--- src/rtl/tape_stream_reader_pkg.sv ---
// ============================================================================
// Module      : tape_stream_reader_pkg
// Description : Shared tape types and constants for the tape stream reader.
// Revision    : 1.0 - initial release
// ============================================================================
`default_nettype none

package tape_stream_reader_pkg;

    localparam int STRUCT_TAPE_LENGTH   = 16384;
    localparam int TAPE_ADDR_WIDTH      = $clog2(STRUCT_TAPE_LENGTH);
    localparam int TAPE_WORD_WIDTH      = 64;
    localparam int DEFAULT_READ_LATENCY = 1;

    typedef logic [TAPE_WORD_WIDTH-1:0] tape_word_t;
    typedef logic [TAPE_ADDR_WIDTH-1:0] tape_addr_t;

    typedef enum logic [1:0] {
        ST_IDLE   = 2'd0,
        ST_RUN    = 2'd1,
        ST_FINISH = 2'd2
    } reader_state_t;

    function automatic int fifo_count_width(input int depth);
        return $clog2(depth + 1);
    endfunction

endpackage

`default_nettype wire

--- src/rtl/tape_stream_reader_prefetch_fifo.sv ---
// ============================================================================
// Module      : tape_prefetch_fifo
// Description : Synchronous FIFO holding prefetched tape words; head is
//               visible combinationally while not empty.
// Revision    : 1.0 - initial release
// ============================================================================
`default_nettype none

module tape_prefetch_fifo
    import tape_stream_reader_pkg::*;
#(
    parameter int DEPTH = 2,
    parameter int WIDTH = 64,
    localparam int CNT_W = fifo_count_width(DEPTH)
) (
    input  logic             clk,
    input  logic             rst,
    input  logic             push,
    input  logic [WIDTH-1:0] push_data,
    input  logic             pop,
    output logic [WIDTH-1:0] head,
    output logic [CNT_W-1:0] count,
    output logic             empty,
    output logic             full
);

    localparam int c_PTR_W = (DEPTH > 1) ? $clog2(DEPTH) : 1;

    logic [WIDTH-1:0]   r_mem [DEPTH];
    logic [c_PTR_W-1:0] r_wr_ptr;
    logic [c_PTR_W-1:0] r_rd_ptr;
    logic [CNT_W-1:0]   r_count;
    logic               w_pop;

    // Depth need not be a power of two, so pointers wrap explicitly.
    function automatic logic [c_PTR_W-1:0] ptr_inc(input logic [c_PTR_W-1:0] p);
        return (p == c_PTR_W'(DEPTH - 1)) ? '0 : p + c_PTR_W'(1);
    endfunction

    assign w_pop = pop && !empty;

    always_ff @(posedge clk) begin
        if (rst) begin
            r_wr_ptr <= '0;
            r_rd_ptr <= '0;
            r_count  <= '0;
        end else begin
            if (push) begin
                r_wr_ptr <= ptr_inc(r_wr_ptr);
            end
            if (w_pop) begin
                r_rd_ptr <= ptr_inc(r_rd_ptr);
            end
            if (push && !w_pop) begin
                r_count <= r_count + CNT_W'(1);
            end else if (!push && w_pop) begin
                r_count <= r_count - CNT_W'(1);
            end
        end
    end

    always_ff @(posedge clk) begin
        if (push) begin
            r_mem[r_wr_ptr] <= push_data;
        end
    end

    assign head  = r_mem[r_rd_ptr];
    assign count = r_count;
    assign empty = (r_count == '0);
    assign full  = (r_count == CNT_W'(DEPTH));

    a_no_overflow : assert property (@(posedge clk) disable iff (rst) !(push && full));
    a_no_underflow : assert property (@(posedge clk) disable iff (rst) !(pop && empty));

endmodule

`default_nettype wire

--- src/rtl/tape_stream_reader.sv ---
// ============================================================================
// Module      : tape_stream_reader
// Description : Streams a contiguous range of tape RAM words onto a
//               valid/ready interface through a credit-limited prefetch FIFO.
//               Optional stall counter port enabled by TAPE_STREAM_STALLCNT_EN.
// Revision    : 1.0 - initial release
// ============================================================================
`default_nettype none

module tape_stream_reader
    import tape_stream_reader_pkg::*;
#(
    parameter int DATA_WIDTH   = TAPE_WORD_WIDTH,
    parameter int ADDR_WIDTH   = TAPE_ADDR_WIDTH,
    parameter int READ_LATENCY = DEFAULT_READ_LATENCY,
    parameter int FIFO_DEPTH   = READ_LATENCY + 1
) (
    input  logic                  clk,
    input  logic                  rst,
    input  logic                  start,
    input  logic [ADDR_WIDTH-1:0] base_addr,
    input  logic [ADDR_WIDTH:0]   length,
    output logic                  busy,
    output logic                  done,
    output logic                  ram_en,
    output logic [ADDR_WIDTH-1:0] ram_addr,
    input  logic [DATA_WIDTH-1:0] ram_rdata,
    output logic                  out_valid,
    input  logic                  out_ready,
    output logic [DATA_WIDTH-1:0] out_data,
    output logic                  out_last
`ifdef TAPE_STREAM_STALLCNT_EN
    ,
    output logic [31:0]           stall_cycles
`endif
);

    localparam int c_CNT_W = fifo_count_width(FIFO_DEPTH);
    localparam int c_OCC_W = $clog2(FIFO_DEPTH + READ_LATENCY + 2);

    reader_state_t           r_state;
    reader_state_t           w_next_state;
    logic [ADDR_WIDTH-1:0]   r_base;
    logic [ADDR_WIDTH:0]     r_length;
    logic [ADDR_WIDTH:0]     r_issued;
    logic [ADDR_WIDTH:0]     r_sent;
    logic [READ_LATENCY-1:0] r_rd_vld;

    logic                    w_accept;
    logic                    w_issue;
    logic [ADDR_WIDTH-1:0]   w_issue_addr;
    logic                    w_push;
    logic                    w_pop;
    logic                    w_last_beat;
    logic                    w_credit;
    logic [c_OCC_W-1:0]      w_inflight;
    logic [c_OCC_W-1:0]      w_occupancy;
    logic [DATA_WIDTH-1:0]   w_fifo_head;
    logic [c_CNT_W-1:0]      w_fifo_count;
    logic                    w_fifo_empty;
    logic                    w_fifo_full;

    assign w_accept    = (r_state == ST_IDLE) && start;
    assign w_push      = r_rd_vld[READ_LATENCY-1];
    assign w_pop       = !w_fifo_empty && out_ready;
    assign w_last_beat = (r_sent == r_length - (ADDR_WIDTH + 1)'(1));

    always_comb begin
        w_inflight = '0;
        for (int i = 0; i < READ_LATENCY; i++) begin
            w_inflight = w_inflight + c_OCC_W'(r_rd_vld[i]);
        end
    end

    // The entry being popped this cycle frees its slot in time for a new
    // read, which is what lets the stream sustain one word per cycle.
    assign w_occupancy = w_inflight + c_OCC_W'(w_fifo_count) - c_OCC_W'(w_pop);
    assign w_credit    = (w_occupancy < c_OCC_W'(FIFO_DEPTH));

    always_comb begin
        w_next_state = r_state;
        w_issue      = 1'b0;
        w_issue_addr = r_base + r_issued[ADDR_WIDTH-1:0];
        case (r_state)
            ST_IDLE: begin
                if (start) begin
                    if (length == '0) begin
                        w_next_state = ST_FINISH;
                    end else begin
                        // First read goes out in the start cycle; the
                        // pipeline is empty here so credit is implied.
                        w_next_state = ST_RUN;
                        w_issue      = 1'b1;
                        w_issue_addr = base_addr;
                    end
                end
            end
            ST_RUN: begin
                if ((r_issued < r_length) && w_credit) begin
                    w_issue = 1'b1;
                end
                if (w_pop && w_last_beat) begin
                    w_next_state = ST_FINISH;
                end
            end
            ST_FINISH: begin
                w_next_state = ST_IDLE;
            end
            default: begin
                w_next_state = ST_IDLE;
            end
        endcase
    end

    always_ff @(posedge clk) begin
        if (rst) begin
            r_state  <= ST_IDLE;
            r_base   <= '0;
            r_length <= '0;
            r_issued <= '0;
            r_sent   <= '0;
        end else begin
            r_state <= w_next_state;
            if (w_accept) begin
                r_base   <= base_addr;
                r_length <= length;
                r_issued <= (ADDR_WIDTH + 1)'(w_issue);
                r_sent   <= '0;
            end else if (r_state == ST_RUN) begin
                r_issued <= r_issued + (ADDR_WIDTH + 1)'(w_issue);
                r_sent   <= r_sent + (ADDR_WIDTH + 1)'(w_pop);
            end
        end
    end

    // Read-return tracker: a set bit at the tail marks ram_rdata as a live word.
    generate
        if (READ_LATENCY == 1) begin : g_vld_single
            always_ff @(posedge clk) begin
                if (rst) begin
                    r_rd_vld <= '0;
                end else begin
                    r_rd_vld <= w_issue;
                end
            end
        end else begin : g_vld_pipe
            always_ff @(posedge clk) begin
                if (rst) begin
                    r_rd_vld <= '0;
                end else begin
                    r_rd_vld <= {r_rd_vld[READ_LATENCY-2:0], w_issue};
                end
            end
        end
    endgenerate

    tape_prefetch_fifo #(
        .DEPTH (FIFO_DEPTH),
        .WIDTH (DATA_WIDTH)
    ) u_fifo (
        .clk       (clk),
        .rst       (rst),
        .push      (w_push),
        .push_data (ram_rdata),
        .pop       (w_pop),
        .head      (w_fifo_head),
        .count     (w_fifo_count),
        .empty     (w_fifo_empty),
        .full      (w_fifo_full)
    );

    a_credit_push : assert property (@(posedge clk) disable iff (rst) w_push |-> !w_fifo_full);

    assign busy      = (r_state == ST_RUN);
    assign done      = (r_state == ST_FINISH);
    assign ram_en    = w_issue;
    assign ram_addr  = w_issue ? w_issue_addr : '0;
    assign out_valid = !w_fifo_empty;
    assign out_data  = w_fifo_empty ? '0 : w_fifo_head;
    assign out_last  = !w_fifo_empty && w_last_beat;

`ifdef TAPE_STREAM_STALLCNT_EN
    logic [31:0] r_stall_cnt;

    always_ff @(posedge clk) begin
        if (rst) begin
            r_stall_cnt <= '0;
        end else if (w_accept) begin
            r_stall_cnt <= '0;
        end else if (out_valid && !out_ready && (r_stall_cnt != '1)) begin
            r_stall_cnt <= r_stall_cnt + 32'd1;
        end
    end

    assign stall_cycles = r_stall_cnt;
`endif

endmodule

`default_nettype wire
--- config.mk ---
export PLATFORM = sky130hd
export DESIGN_NAME = tape_stream_reader
export DESIGN_NICKNAME = d
export VERILOG_FILES = /design/src/rtl/tape_stream_reader_pkg.sv /design/src/rtl/tape_stream_reader_prefetch_fifo.sv /design/src/rtl/tape_stream_reader.sv
export SDC_FILE = /design/constraint.sdc
export NUM_CORES = 1
export LEC_CHECK = 0
export ABC_AREA = 1
export CELL_PAD_IN_SITES_DETAIL_PLACEMENT = 0
export CELL_PAD_IN_SITES_GLOBAL_PLACEMENT = 1
export CORE_ASPECT_RATIO = 1.75
export CORE_MARGIN = 3
export CORE_UTILIZATION = 31
export DETAILED_ROUTE_END_ITERATION = 10
export PLACE_DENSITY = 0.65
export SETUP_SLACK_MARGIN = 0.05
export SYNTH_ARGS = -nofsm -noshare
export SYNTH_HDL_FRONTEND = slang
export SYNTH_SLANG_ARGS = --single-unit
--- constraint.sdc ---
create_clock -name clk -period 4.47 [get_ports clk]
set_input_delay 1.341 -clock clk [delete_from_list [all_inputs] [get_ports clk]]
set_output_delay 1.341 -clock clk [all_outputs]
set_load 0.05 [all_outputs]
==> flow_summary.yaml, run 1 <==
run_status:
  status: "complete, but fails checks"
  violations: "setup timing"
floorplan:
  die_w_microns: 138
  coreArea_sq_um: 29700
  start_util: 0.318
  die_y_microns: 237
  num_io_pins: 180
  std_cell_rows: 83
  fp.dieArea_sq_um: 32700
sta:
  tightestPinTransition_ns: 0.819
  fin_crit_ns: 4.56
  fmax_ghz: 0.219
  clock_skew_ns: 0.00608
  rsz0062_at_grt: "true"
  setup_viol: 11
  tns_ns: -0.501
  drv_slew: 0
  period_share: 1.02
  max_slew_margin: 0.454
  final-hold-violation-count: 0
  worst_slack_ns: -0.0870
cts:
  clk_latency_ns: 0.45
  root_buffer: "clkbuf_16"
  clock_path_buffers: 2
  cts_tree: "built"
  clock_sinks: 195
  h-tree-depth: 4
  cts-buffers-inserted: 17
  clkTransAtPathRegs_ns: 0.08
layout:
  mostFrequentLayoutCell: "nand2_1"
  fill_cells: 2976
  final_core_util: 0.434
  drive_gt1_frac: 0.126
  multiInputGateArea_sq_um: 3920
  instances_no_fill: 1664
  final_cell_mix: "nand2_1, clkdlybuf4s50_1, a21oi_1"
  fin_nets: 1399
  seqCellArea_sq_um: 5190
  layout-area-overhead-vs-synth_pct: 36.6
setup_path:
  crit_required_ns: 3.13
  path_delay_family: "buffers and inverters"
  worstPathArrival_ns: 3.22
  crit_path_end_kind: "output port"
  crit_fanout: 8
  crit_buf_inv: 6
  path_class: "in2out"
  startpoint_type: "primary input"
  cp_slowest_cell: "fa_2"
  cpPeakStageDelay_ns: 0.54
  cpMostUsedCell: "buf_12"
  path_cells: "buf_8, buf_6, o21ai_2, nand2_2, fa_2, inv_2, nor2_2, nand4_1, nand2_4, clkinvlp_4, buf_12, a21oi_4, buf_12"
synth:
  synthArstFlopShare: 0
  synth_edf_count: 128
  synthesis.area_sq_um: 9440
  synth.distinct_cells: 44
  avgSynthCellArea_sq_um: 8.92
  syn-num-nets: 1190
  synth-main-ff-cell: "edfxtp_1"
  yosysSeqAreaShare: 0.549
  syn_inst: 1059
  yosys_warnings: 0
  ys_ff_latch: 195
route:
  avgRoutedWirePerCell_microns: 16.9
  dr.pass1.iters: 7
  viasPerCell: 4.76
  wl_microns: 28000
  postRouteAntennaNets: 0
  drc: 0
  num_vias: 7915
  drtIter0Drc: 244
placed_design:
  dp_hpwl_microns: 20900
  gp_congestion: 0.817
  portBuffers: 179
  place_inst: 1629
global_routing:
  grt_overflow: 0
  grt_pass1_wl_microns: 42600
  grtUsageTotal: 0.172
  antenna_found_initial: 2
  grt_pass1_vias: 7915
  grt_max_degree: 67
power:
  power.density_cell_area_nw_per_um2: 514
  finalPower_uw: 6630
  max-vdd-ir-drop_v: 0.000343
  leakage_uw: 0.00497
worst_hold_path:
  hp-class: "reg2reg"
job:
  drv_cap: 0
## final cells by class
class,count,share of cell area
Sequential cell,195,0.402
Multi-Input combinational cell,734,0.304
Timing Repair Buffer,226,0.181
Tap cell,382,0.0371
Clock buffer,17,0.0330
Inverter,94,0.0287
Clock inverter,15,0.0137
Antenna cell,1,0.000194
## report_power, final
| part | switching [uW] | total, uW | internal [uW] |
|---|---|---|---|
| Clock | 759 | 1560 | 804 |
| Sequential | 68.2 | 2150 | 2080 |
| Combinational | 1970 | 2920 | 942 |
| Total | 2800 | 6630 | 3830 |
## metrics by stage
step	hold WS [ns]	setup WS (ns)	area, sq um
after floorplan	0.425	-0.312	9550
after global placement	0.431	-0.558	12200
final	0.456	-0.0870	12900
after global routing	0.491	-0.187	12900
after detailed placement	0.435	-0.578	12200
after CTS	0.450	-0.0921	12900
## flip-flops by register name, summed over array words and instances, names as in the netlist, named ones only
| register | flops |
|---|---|
| r_base | 14 |
| r_issued | 15 |
| r_length | 15 |
| r_rd_vld | 1 |
| r_sent | 15 |
| r_state | 2 |
| u_fifo.count | 2 |
| u_fifo.r_mem | 128 |
| u_fifo.r_rd_ptr | 1 |
| u_fifo.r_wr_ptr | 1 |
## final timing paths
kind	start	to	slack, ns	cells after the start
max	out_ready	ram_addr[5]	-0.09	13
min	u_fifo.r_rd_ptr	flop	0.46	1
max reg2reg	r_length[8]	r_issued[13]	1.07	17
min reg2reg	u_fifo.r_rd_ptr	flop	0.46	1
## cells in the mapped netlist (5+ instances only)
cell | number | area [sq um]
clkbuf_1 | 29 | 109
ha_1 | 32 | 400
nand3_1 | 38 | 190
nand4_1 | 7 | 43.8
edfxtp_1 | 128 | 3840
o21ai_0 | 57 | 285
xor2_1 | 16 | 140
nor3_1 | 13 | 65.1
inv_2 | 5 | 18.8
inv_1 | 89 | 334
nand3b_1 | 6 | 45.0
xnor2_1 | 11 | 96.3
nand2_1 | 275 | 1030
a21oi_1 | 135 | 676
nor2_4 | 7 | 78.8
nor2_1 | 95 | 357
dfxtp_1 | 67 | 1340
## kinds of logic (layout without fill, tap and decap cells)
kind of cell,Yosys count,count (layout),share of synthesized area
compound gates,209,209,0.114
xor+xnor,27,27,0.0250
fa+ha+maj,34,34,0.0466
buf+inv,130,352,0.0533
flops,195,195,0.549
other cells,0,1,0
simple gates,464,464,0.212
## layer usage
metal,routed length (microns),vias up,global-route usage
li1,-,3974,-
met2,16000,186,0.334
met4,891,2,0.0740
met1,9670,3710,0.167
met3,1500,43,0.0383
met5,7,-,0
## repair_timing
item,in CTS,in global routing
hold buffers,0,0
pin swaps,7,2
gates resized for setup,41,5
setup endpoints to repair,15,15
setup buffers,2,0
Note: power is estimated with default switching activity, not from simulation.
==> inputs of run 2 (changes only) <==
--- a/config.mk
+++ b/config.mk
@@ -12,8 +12,10 @@
 export CORE_MARGIN = 3
 export CORE_UTILIZATION = 31
 export DETAILED_ROUTE_END_ITERATION = 10
+export MAX_ROUTING_LAYER = met4
 export PLACE_DENSITY = 0.65
-export SETUP_SLACK_MARGIN = 0.05
+export SETUP_SLACK_MARGIN = 0.1
+export SLEW_MARGIN = 0
 export SYNTH_ARGS = -nofsm -noshare
 export SYNTH_HDL_FRONTEND = slang
 export SYNTH_SLANG_ARGS = --single-unit
==> run 2 against run 1 <==
  * The run still ends with setup timing left
  * Die area unchanged
  * Clock-buffer cell count unchanged
  * Via count down 0.39%
  * Critical path type unchanged
  * Largest power group unchanged
  * Highest routed layer is now met4
==> flow_summary.yaml, run 2 (synthesized netlist as in run 1, its figures left out) <==
power:
  power.density_cell_area_nw_per_um2: 514
  max-vdd-ir-drop_v: 0.000343
  finalPower_uw: 6630
  leakage_uw: 0.00497
layout:
  instances_no_fill: 1665
  multiInputGateArea_sq_um: 3920
  layout-area-overhead-vs-synth_pct: 36.6
  mostFrequentLayoutCell: "nand2_1"
  seqCellArea_sq_um: 5190
  largest_reg_flops: 128
  fin_nets: 1399
  fill_cells: 2977
  drive_gt1_frac: 0.126
  regMostFlops: "u_fifo.r_mem"
  final_cell_mix: "nand2_1, clkdlybuf4s50_1, a21oi_1"
setup_path:
  crit_cells: 13
  cpPeakStageDelay_ns: 0.54
  crit_path_end_kind: "output port"
  startpoint_type: "primary input"
  path_delay_family: "buffers and inverters"
  regToRegSetupSlack_ns: 1.06
  reg2reg_to: "r_issued[13]"
  worstPathArrival_ns: 3.21
  crit_required_ns: 3.13
  rr_worst_depth: 17
  cpMostUsedCell: "buf_12"
  r2r-start: "r_length[8]"
  cp_slowest_cell: "fa_2"
  path_cells: "buf_8, buf_6, o21ai_2, nand2_2, fa_2, inv_2, nor2_2, nand4_1, nand2_4, clkinvlp_4, buf_12, a21oi_4, buf_12"
  crit_fanout: 8
  crit_buf_inv: 6
  path_class: "in2out"
cts:
  clock_sinks: 195
  clk_latency_ns: 0.45
  cts_tree: "built"
  clock_path_buffers: 2
  cts-buffers-inserted: 17
  h-tree-depth: 4
  clkTransAtPathRegs_ns: 0.08
  root_buffer: "clkbuf_16"
sta:
  fmax_ghz: 0.220
  hold_slack_ns: 0.456
  final-hold-violation-count: 0
  max_slew_margin: 0.448
  period_share: 1.02
  fin_crit_ns: 4.55
  drv_slew: 0
  setup_viol: 11
  worst_slack_ns: -0.0846
  rsz0062_at_grt: "true"
  clock_skew_ns: 0.00529
  tightestPinTransition_ns: 0.829
placed_design:
  dp_slack_ns: -0.578
  place_inst: 1629
  dp_hpwl_microns: 20900
  portBuffers: 179
  gp_congestion: 0.829
global_routing:
  grt_pass1_vias: 7933
  grt_max_degree: 67
  grt_overflow: 0
  antenna_found_initial: 2
  grt_pass1_wl_microns: 42600
  grtUsageTotal: 0.177
route:
  dr.pass1.iters: 4
  postRouteAntennaNets: 0
  viasPerCell: 4.74
  wl_microns: 27900
  num_vias: 7884
  avgRoutedWirePerCell_microns: 16.8
  drtIter0Drc: 289
  drc: 0
job:
  drv_cap: 0
floorplan:
  die_w_microns: 138
  die_y_microns: 237
  std_cell_rows: 83
  start_util: 0.318
  fp.dieArea_sq_um: 32700
  coreArea_sq_um: 29700
  num_io_pins: 180
run_status:
  status: "complete, but fails checks"
  violations: "setup timing"
worst_hold_path:
  hp-class: "reg2reg"
  min_from: "u_fifo.r_rd_ptr"
  hold_path_depth: 1
-- run 2: cell type report --
class | instances | share of cell area
Antenna cell | 2 | 0.000388
Clock inverter | 15 | 0.0137
Timing Repair Buffer | 226 | 0.181
Tap cell | 382 | 0.0371
Multi-Input combinational cell | 734 | 0.304
Clock buffer | 17 | 0.0330
Inverter | 94 | 0.0287
Sequential cell | 195 | 0.402
-- run 2: timing repair --
item,4_1_cts,5_1_grt
setup buffers,2,0
setup endpoints to repair,15,15
hold buffers,0,0
resized for setup,41,5
pin swaps,7,2
cloned,0,0
-- run 2: layer usage --
layer	vias to the layer above	global-route usage	part of all wire
li1	3985	-	-
met1	3687	0.168	0.35
met2	171	0.334	0.57
met3	41	0.0368	0.047
met4	0	0.0740	0.031
met5	-	-	0
-- run 2: per-stage QoR --
| stage | TNS (ns) | instance area, sq um | util |
|---|---|---|---|
| global placement | -8.82 | 12200 | 0.411 |
| CTS | -0.568 | 12900 | 0.434 |
| finish | -0.472 | 12900 | 0.434 |
| floorplan | -2.18 | 9550 | - |
| global route | -1.82 | 12900 | 0.434 |
| detailed placement | -9.24 | 12200 | 0.411 |
-- run 2: worst max path at each step --
stage / slack, ns / startpoint / endpoint
final: -0.08 / out_ready / ram_addr[5]
after global routing: -0.19 / out_ready / ram_addr[5]
after CTS: -0.09 / out_ready / ram_addr[5]
after detailed placement: -0.58 / out_ready / ram_addr[9]
after global placement: -0.56 / out_ready / ram_addr[2]
after floorplan: -0.31 / out_ready / ram_addr[2]
-- run 2: power by group --
| group | switching, uW | leakage (uW) | total [uW] | internal, uW |
|---|---|---|---|---|
| Combinational | 1970 | 0.00296 | 2920 | 942 |
| Clock | 758 | 0.000293 | 1560 | 803 |
| Sequential | 68.1 | 0.00172 | 2150 | 2080 |
| Total | 2800 | 0.00497 | 6630 | 3830 |
==> RTL change 1, RTL diff (config.mk and constraints of run 1) <==
Encoding of `reader_state_t`: now one-hot (3 bits for 3 states).
--- a/src/rtl/tape_stream_reader_pkg.sv
+++ b/src/rtl/tape_stream_reader_pkg.sv
@@ -15,10 +15,10 @@
     typedef logic [TAPE_WORD_WIDTH-1:0] tape_word_t;
     typedef logic [TAPE_ADDR_WIDTH-1:0] tape_addr_t;
 
-    typedef enum logic [1:0] {
-        ST_IDLE   = 2'd0,
-        ST_RUN    = 2'd1,
-        ST_FINISH = 2'd2
+    typedef enum logic [2:0] {
+        ST_IDLE   = 3'b001,
+        ST_RUN    = 3'b010,
+        ST_FINISH = 3'b100
     } reader_state_t;
 
     function automatic int fifo_count_width(input int depth);
Function: no difference found for any inputs over 4 cycles, from zero or initial values and one cycle with rst high; so few cycles prove little.
==> RTL change 1 against run 1 <==
- the flow still finishes with violations (setup timing)
- combinational power down 41%
- sequential share of layout area increased by 0.47 points
- power shrank 19%
- routed wire length down 5.4%
- setup slack lost 26 ps
- sequential cell count grew 1
- design area fell by 0.77%
- area after synthesis fell by 2.0%
==> RTL change 1: results (changes against run 1) <==
synth_area_leaders: "edfxtp_1 (42%), dfxtp_1 (15%), nand2_1 (11%)"  # was edfxtp_1 (41%), dfxtp_1 (14%), nand2_1 (11%)
met3_usage_pct: 4.08  # was 3.83%
finalSetupViolations: 10  # was 11
final.setup.worst_slack_ps: -113  # was -87.0 ps
post_drt_wl_per_cell_um: 16.5  # was 16.9 um
power_frac_seq_pct: 38.4  # was 32.4%
drt_iter0_markers: 268  # was 244
critical_path_arrival_ps: 3240  # was 3220 ps
antenna_found_initial: 1  # was 2
num_vias: 7533  # was 7,915
leakage_nw: 4.86  # was 4.97 nW
place_congestion: 0.823  # was 0.817
intPower_mw: 3.36  # was 3.83 mW
cp_max_fo: 4  # was 8
place_area_mm2: 0.0120  # was 0.0122 mm2
grtUsageMet1_pct: 16.9  # was 16.7%
violations: "setup timing"  # unchanged
p_comb_share_pct: 32.3  # was 44.0%
maxSlewHeadroom_pct: 29.3  # was 45.4%
grtUsageTotal_pct: 16.8  # was 17.2%
seq-power_mw: 2.05  # was 2.15 mW
place_hpwl_mm: 19.5  # was 20.9 mm
grtUsageMet2_pct: 32.3  # was 33.4%
num-fill-cells: 2837  # was 2,976
status: "finished, violations left"  # unchanged
fin_nets: 1343  # was 1,399
tns_ps: -443  # was -501 ps
syn_inst: 1009  # was 1,059
## RTL change 1: cell type report
type	instances	area, um2	share of cell area, %
clock buffers	17	425	3.32
inverters	84	323	2.52
flip-flops and latches	196	5210	40.7
well taps	382	478	3.73
diodes	1	2.50	0.0196
multi-input cells	696	3860	30.1
clock inverters	15	191	1.50
repair buffers	217	2320	18.1
## RTL change 1: layer usage
layer | vias up | share of wire, %
met5 | - | 0
li1 | 3823 | -
met3 | 29 | 5.4
met1 | 3521 | 36
met4 | 0 | 2.9
met2 | 160 | 55
## RTL change 1: final timing paths
path	slack, ps	startpoint	cells past startpoint	to
worst max-delay path	-110	out_ready	14	ram_addr[8]
worst min-delay path	460	r_base[8]$_SDFFE_PP0P_	2	r_base[8]$_SDFFE_PP0P_
worst max register to register	700	r_length[2]$_SDFFE_PP0P_	21	r_issued[10]$_SDFFE_PP0P_
worst min register to register	460	r_base[8]$_SDFFE_PP0P_	2	r_base[8]$_SDFFE_PP0P_
## RTL change 1: cell families (layout without fill, tap and decap cells)
family	after synthesis	after routing	synth area share, %
XOR/XNOR	27	27	2.56
AO/OA/AOI/OAI	194	194	10.7
flip-flops	196	196	56.3
other	0	1	0
adder cells (fa/ha/maj)	34	34	4.76
AND/OR/NAND/NOR	441	441	20.8
buffers and inverters	117	333	4.88
## RTL change 1: worst max-delay path, stage by stage
cell       delay, ps
buf_8             80
inv_6             30
nor2_8            80
nand2_4           50
o21ai_2           70
nand2_2           60
fa_2             530
inv_2             40
nor2_2           100
nand4_1          180
buf_4            220
clkbuf_16        160
o21ai_4          140
buf_12           150
## RTL change 1: timing repair
action,CTS,global route
gates cloned,1,0
hold buffers,0,0
setup endpoints to repair,16,16
setup buffers,4,3
pin swaps,7,7
gates resized for setup,25,23
==> RTL change 2, RTL diff (settings of run 1) <==
Without the edit above. Add a define of `TAPE_STREAM_STALLCNT_EN`.
--- a/src/rtl/tape_stream_reader.sv
+++ b/src/rtl/tape_stream_reader.sv
@@ -6,6 +6,8 @@
 // Revision    : 1.0 - initial release
 // ============================================================================
 `default_nettype none
+
+`define TAPE_STREAM_STALLCNT_EN
 
 module tape_stream_reader
     import tape_stream_reader_pkg::*;
Behaviour (old outputs only; new: stall_cycles): unchanged (Yosys induction, for registers that start in step).
==> RTL change 2 against run 1 <==
- the flow still finishes with violations (setup timing)
- routed wire length up 20%
- sequential cell count increased by 32
- area after synthesis is 19% higher
- design area is 19% higher
- clock power rose by 22%
- power rose by 9.6%
- via count rose by 23%
- register-to-register slack lost 300 ps
- clock skew increased by 1.6 ps
- setup slack better by 17 ps
- critical endpoint is now ram_addr[0]
- largest power group unchanged
==> RTL change 2: results (changes against run 1) <==
synth_area_leaders: "edfxtp_1 (34%), dfxtp_1 (18%), nand2_1 (12%)"  # was edfxtp_1 (41%), dfxtp_1 (14%), nand2_1 (11%)
timing.reg2reg.worst_path_depth: 23  # was 17
final.setup.worst_slack_ps: -70.0  # was -87.0 ps
intPower_mw: 4.38  # was 3.83 mW
num_vias: 9731  # was 7,915
irDropWorstVdd_mv: 0.637  # was 0.343 mV
synth-xor-area-share_pct: 2.74  # was 2.50%
post_drt_wl_per_cell_um: 16.3  # was 16.9 um
htreeDepth: 1  # was 4
synth_compound_area_share_pct: 11.0  # was 11.4%
finalSetupViolations: 12  # was 11
reg2reg_slack_ps: 770  # was 1070 ps
path_clk_slew_ps: 60  # was 80 ps
reg2reg_to: "r_issued[14]$_SDFFE_PP0P_"  # was r_issued[13]$_SDFFE_PP0P_
insertion_delay_ps: 520  # was 450 ps
antenna_cells: 0  # was 1
antenna_found_initial: 0  # was 2
final_cells: 2071  # was 1,664
crit_path_end: "ram_addr[0]"  # was ram_addr[5]
comb-power_mw: 2.93  # was 2.92 mW
status: "finished, violations left"  # unchanged
violations: "setup timing"  # unchanged
cts_setup_buffers: 5  # was 2
grtUsageMet2_pct: 32.5  # was 33.4%
grtUsageTotal_pct: 17.2  # about the same
port_buffers: 211  # was 179
## RTL change 2: cell count changes after synthesis, moves of 9 or more
| cell | run 1 | this run |
|---|---|---|
| dfxtp_1 | 67 | 99 |
| nor3_1 | 13 | 22 |
| xor2_1 | 16 | 26 |
| nor2_1 | 95 | 132 |
| a21oi_1 | 135 | 156 |
| nand2_1 | 275 | 364 |
| or2_2 | 0 | 9 |
| inv_1 | 89 | 123 |
| nand4_1 | 7 | 24 |
## RTL change 2: cell type report
type / instances / area (um2)
well taps: 465 / 582
inverters: 128 / 520
flip-flops and latches: 227 / 5830
repair buffers: 263 / 2730
clock inverters: 13 / 101
multi-input cells: 944 / 4940
fillers: 3528 / 20100
repair inverters: 1 / 11.3
clock buffers: 30 / 644
## RTL change 2: cell families (layout without fill, tap and decap cells)
logic type / count (synthesis) / count (layout)
fa+ha+maj: 35 / 35
compound gates: 238 / 238
mux: 2 / 2
buf+inv: 168 / 435
flops: 227 / 227
xor+xnor: 35 / 35
simple gates: 633 / 634
